### config.mk
export PLATFORM = sky130hd
export DESIGN_NAME = logic_unit_arbiter
export DESIGN_NICKNAME = d
export VERILOG_FILES = /design/src/rtl/logic_unit_arbiter.sv
export SDC_FILE = /design/constraint.sdc
export NUM_CORES = 1
export LEC_CHECK = 0
export ABC_CLOCK_PERIOD_IN_PS = 4000
export CORE_MARGIN = 2
export CORE_UTILIZATION = 34
export CTS_CLUSTER_SIZE = 28
export DETAILED_ROUTE_END_ITERATION = 10
export PLACE_DENSITY = 0.77
export SYNTH_ARGS = -nofsm -noshare
export SYNTH_HDL_FRONTEND = slang
export SYNTH_SLANG_ARGS = --single-unit
### constraint.sdc
create_clock -name clk -period 4 [get_ports clk]
set_input_delay 1.2 -clock clk [delete_from_list [all_inputs] [get_ports clk]]
set_output_delay 1.2 -clock clk [all_outputs]
set_load 0.01 [all_outputs]
### src/rtl/logic_unit_arbiter.sv
// -----------------------------------------------------------------------------
// logic_unit_arbiter
//
// Shares one combinational bitwise logic unit (AND/OR/NOR/XOR) between two
// requesters (execute stage = requester 0, multi-cycle helper = requester 1).
// The winner's op and operands are registered onto the unit inputs, the unit's
// result is registered one cycle later and returned with a valid/ready
// handshake tagged by the owning requester's ID.
//
// Sequence per operation (res_ready held high):
//   IDLE  --edge: arbitrate, pulse gnt, load unit_* --> ISSUE
//   ISSUE --edge: capture unit_result, raise res_valid --> RESP
//   RESP  --edge: handshake, drop res_valid           --> IDLE
//
// Configuration macro:
//   LOGIC_ARB_FIXED_PRIO_EN  defined  : requester 0 always wins a tie.
//                            undefined: round-robin on ties (default).
//
// Ports:
//   clk, rst                 clock (rising edge), async active-high reset
//   req0/op0/num1_0/num2_0   requester 0 request, op, operands
//   gnt0                     one-cycle accept pulse for requester 0
//   req1/op1/num1_1/num2_1   requester 1 request, op, operands
//   gnt1                     one-cycle accept pulse for requester 1
//   unit_op/num1/num2        registered inputs to the shared logic unit
//   unit_result              combinational result from the shared logic unit
//   result/res_valid/res_id  registered result, valid flag, owning requester
//   res_ready                consumer accepts result
//   busy                     high whenever the FSM is not IDLE
// -----------------------------------------------------------------------------
module logic_unit_arbiter #(
   parameter int WIDTH = 32
) (
   input  logic             clk,
   input  logic             rst,
   input  logic             req0,
   input  logic [1:0]       op0,
   input  logic [WIDTH-1:0] num1_0,
   input  logic [WIDTH-1:0] num2_0,
   output logic             gnt0,
   input  logic             req1,
   input  logic [1:0]       op1,
   input  logic [WIDTH-1:0] num1_1,
   input  logic [WIDTH-1:0] num2_1,
   output logic             gnt1,
   output logic [1:0]       unit_op,
   output logic [WIDTH-1:0] unit_num1,
   output logic [WIDTH-1:0] unit_num2,
   input  logic [WIDTH-1:0] unit_result,
   output logic [WIDTH-1:0] result,
   output logic             res_valid,
   output logic             res_id,
   input  logic             res_ready,
   output logic             busy
);

   typedef enum logic [1:0] {
      IDLE  = 2'd0,
      ISSUE = 2'd1,
      RESP  = 2'd2
   } state_t;

   state_t state;
   logic   owner;     // requester that won the current operation
   logic   pick1;     // arbitration outcome: 1 = requester 1 wins

   // pick1 is only consumed when at least one request is present.
`ifdef LOGIC_ARB_FIXED_PRIO_EN
   assign pick1 = req1 & ~req0;
`else
   logic last_winner;
   // On a tie the requester that did not win last time gets the grant.
   assign pick1 = req1 & (~req0 | ~last_winner);
`endif

   // NOTE: all state and outputs are updated with non-blocking assignments so
   // every register samples the pre-edge values of its neighbours.
   always_ff @(posedge clk or posedge rst) begin
      if (rst) begin
         state     <= IDLE;
         owner     <= 1'b0;
         gnt0      <= 1'b0;
         gnt1      <= 1'b0;
         unit_op   <= 2'b00;
         unit_num1 <= '0;
         unit_num2 <= '0;
         result    <= '0;
         res_valid <= 1'b0;
         res_id    <= 1'b0;
         busy      <= 1'b0;
`ifndef LOGIC_ARB_FIXED_PRIO_EN
         last_winner <= 1'b1;  // requester 0 wins the first tie
`endif
      end else begin
         // Grants are single-cycle pulses; only the IDLE branch raises one.
         gnt0 <= 1'b0;
         gnt1 <= 1'b0;

         case (state)
            IDLE: begin
               if (req0 | req1) begin
                  gnt0      <= ~pick1;
                  gnt1      <= pick1;
                  unit_op   <= pick1 ? op1    : op0;
                  unit_num1 <= pick1 ? num1_1 : num1_0;
                  unit_num2 <= pick1 ? num2_1 : num2_0;
                  owner     <= pick1;
`ifndef LOGIC_ARB_FIXED_PRIO_EN
                  last_winner <= pick1;
`endif
                  busy      <= 1'b1;
                  state     <= ISSUE;
               end
            end

            // unit_* have been stable for a full cycle; take the result.
            ISSUE: begin
               result    <= unit_result;
               res_valid <= 1'b1;
               res_id    <= owner;
               state     <= RESP;
            end

            // Hold the response until the consumer takes it. unit_* keep
            // their values; the next arbitration happens back in IDLE.
            RESP: begin
               if (res_valid && res_ready) begin
                  res_valid <= 1'b0;
                  busy      <= 1'b0;
                  state     <= IDLE;
               end
            end

            default: begin
               res_valid <= 1'b0;
               busy      <= 1'b0;
               state     <= IDLE;
            end
         endcase
      end
   end

endmodule

==> results.txt <==
Clock Latency Late Sink: 0.34 ns
Final Util: 0.588
DP Wirelength: 10.2 mm
DR pass1 iterations: 4
Maximum fanout along the worst path: 37
Crit-path cells: clkdlybuf4s50_1 > and3_2 > buf_12 > a221o_1
Post-synth top area cell: dfrtp_1
Data required time of the worst path: 4.27 ns
Number of synthesized register bits: 107
Syn Nets: 568
Fillers: 1,116
Relative slew margins: 0.324
Starting Density: 0.348
Vias per cell: 5.14
Synth top area cells: dfrtp_1, a221o_1, mux2_2, nor3_1, nand2_1
Initial antenna violation count: 0
Core area: 13,200 sq um
Gp weighted congestion: 0.756
Pins Over Slew Limit: 0
Hold-fix buffers, CTS: 0
Drt drc: 0
CTS Buf Count: 9
Pwr dens: 731 nW/um^2
Int Power: 3.78 mW
CP Class: in2reg
Number of global-route vias before repair: 4,400
Worst VDD drop: 334 uV
Die area: 14,400 sq um
Clock root buffer: clkbuf_16
Post-Syn Instances: 399
Leak: 3.18 nW
Setup violations, final: 0
Post-Route WL: 14.1 mm
Die width: 120 um
# placed instances: 816
# clock sinks: 107
Max-Cap Viols: 0
Total Neg Setup Slack: 0 ns
Vias post-DR: 4,275
ANT cells: 0
Sequential power share: 0.342
Most common cell after layout, fill and taps aside: clkdlybuf4s50_1
Clk network pwr share: 0.160
Remaining antenna violation count: 0
H-tree Lvls: 3
Unrepaired setup endpoints after global routing: false
Post-DR wirelength/cell: 16.9 um
Layout cell share with drive strength beyond 1: 0.104
Crit path launch type: primary input
Largest net degree at the start of global routing: 62
Overflow after GRT: 0
Synth cell types: 21
Number of core rows: 42
Post-synthesis sequential area ratio: 0.584
Die extent in y: 120 um
CTS tree: built
Boundary pin count: 272
Postcts setup bufs: 0
Final min period: 2.67 ns
Post-synth top area share: 0.578
Post-Route Skew: 0.00887 ns
Slowest cell on crit path: and3_2
Mapped Avg Cell Area: 11.5 sq um
Clk slew on worst S/H paths: 0.07 ns
Worst hold path type: reg2reg
Initial DRC Count: 228
Cell Area, Synth: 4590 sq um
Yosys Warn Count: 0
CP arrival: 2.93 ns
Flop2flop setup slack: 1.90 ns
Fmax: 375 MHz
Final hold vios: 0
Port bufs: 271
Fin cells: 832
Most frequent cells in the layout: clkdlybuf4s50_1, dfrtp_1, nand2_1
Global-route wire length before repair: 22.1 mm
Worst slew pin tran: 1.01 ns
Area grow syn2layout: 69.1%
Tot GR Track Use: 0.193
Clock buffer depth: 2
Psw: 1.90 mW
Slowest Stage Delay on Critical Path: 0.71 ns
Final nets: 820
PostCTS Resize Cnt: 0
Outcome: complete, no violations
CP endpoint kind: flop
Net switching share of the total power: 0.334
Comb power frac: 0.498
Tcrit/Tclk final: 0.667
final cells by class:
type / instances / area [sq um] / area share
clock buffer: 10 / 239 / 0.0308
clock inverter: 6 / 73.8 / 0.00951
inverter: 4 / 18.8 / 0.00242
multi-input combinational: 247 / 1730 / 0.223
sequential: 107 / 2680 / 0.345
tap: 176 / 220 / 0.0284
timing repair buffer: 282 / 2800 / 0.361
worst max-delay path: cells and delay by family:
kind                   cells  cell delay, ns
AND/OR/NAND/NOR            1            0.71
AO/OA/AOI/OAI              1            0.18
buffers and inverters      2            0.83
state kept, by name (all words and copies together), names as in the netlist, 2 cells and up:
name	cells
unit_op	2
unit_num1	32
unit_num2	32
result	32
state	2
cells in the mapped netlist:
| cell type | count |
|---|---|
| inv_1 | 4 |
| nor2_1 | 1 |
| a221o_1 | 66 |
| dfrtp_1 | 106 |
| o21ai_1 | 1 |
| buf_6 | 2 |
| o21ai_0 | 2 |
| nor2b_1 | 2 |
| buf_1 | 1 |
| and3_1 | 1 |
| dfstp_2 | 1 |
| or2_2 | 1 |
| nand3b_1 | 1 |
| nand2_1 | 68 |
| a21oi_1 | 1 |
| a21o_1 | 3 |
| clkbuf_1 | 20 |
| mux2_2 | 33 |
| buf_2 | 18 |
| nor3_1 | 66 |
| o21a_1 | 1 |
kinds of logic (layout without fill, tap and decap cells):
family	count (synthesis)	in the layout	synth area share
DFF	107	107	0.584
muxes	33	33	0.0810
AOI/OAI and AO/OA	74	74	0.155
buffers and inverters	45	302	0.0450
and+or+nand+nor	140	140	0.135
power groups by stage:
| stage | registers (mW) | clock network [mW] | logic [mW] |
|---|---|---|---|
| floorplan | 2.15 | 0 | 1.17 |
| global route | 2.01 | 0.969 | 3.02 |
| detailed placement | 1.95 | 0 | 2.86 |
| CTS | 1.94 | 0.932 | 2.85 |
| global placement | 1.94 | 0 | 2.79 |
| finish | 1.94 | 0.910 | 2.82 |
stage by stage:
| step | setup WS (ns) | power, mW | instance area [sq um] | hold slack [ns] |
|---|---|---|---|---|
| after global placement | 1.05 | 4.73 | 7450 | 0.457 |
| after global routing | 1.24 | 6.00 | 7760 | 0.492 |
| after detailed placement | 0.992 | 4.81 | 7450 | 0.464 |
| after CTS | 1.33 | 5.73 | 7760 | 0.480 |
| after floorplan | 1.51 | 3.32 | 4590 | 0.444 |
| final | 1.33 | 5.67 | 7760 | 0.484 |
per-layer routing:
metal / track usage / wire length [um]
met3: 0.0420 / 1010
met5: 0 / 0
met2: 0.346 / 7180
met4: 0.0691 / 316
met1: 0.227 / 5580
path summary, 6_finish.rpt:
check,from,to,depth (start not counted)
worst max-delay path,req1,unit_num2[14],4
worst min-delay path,owner,owner,1
worst max register to register,state[1],unit_num1[0],4
worst min register to register,owner,owner,1
max in group asynchronous,rst,unit_num1[30],3
min in group asynchronous,rst,unit_num1[21],3
(Power assumes the default switching activity.)
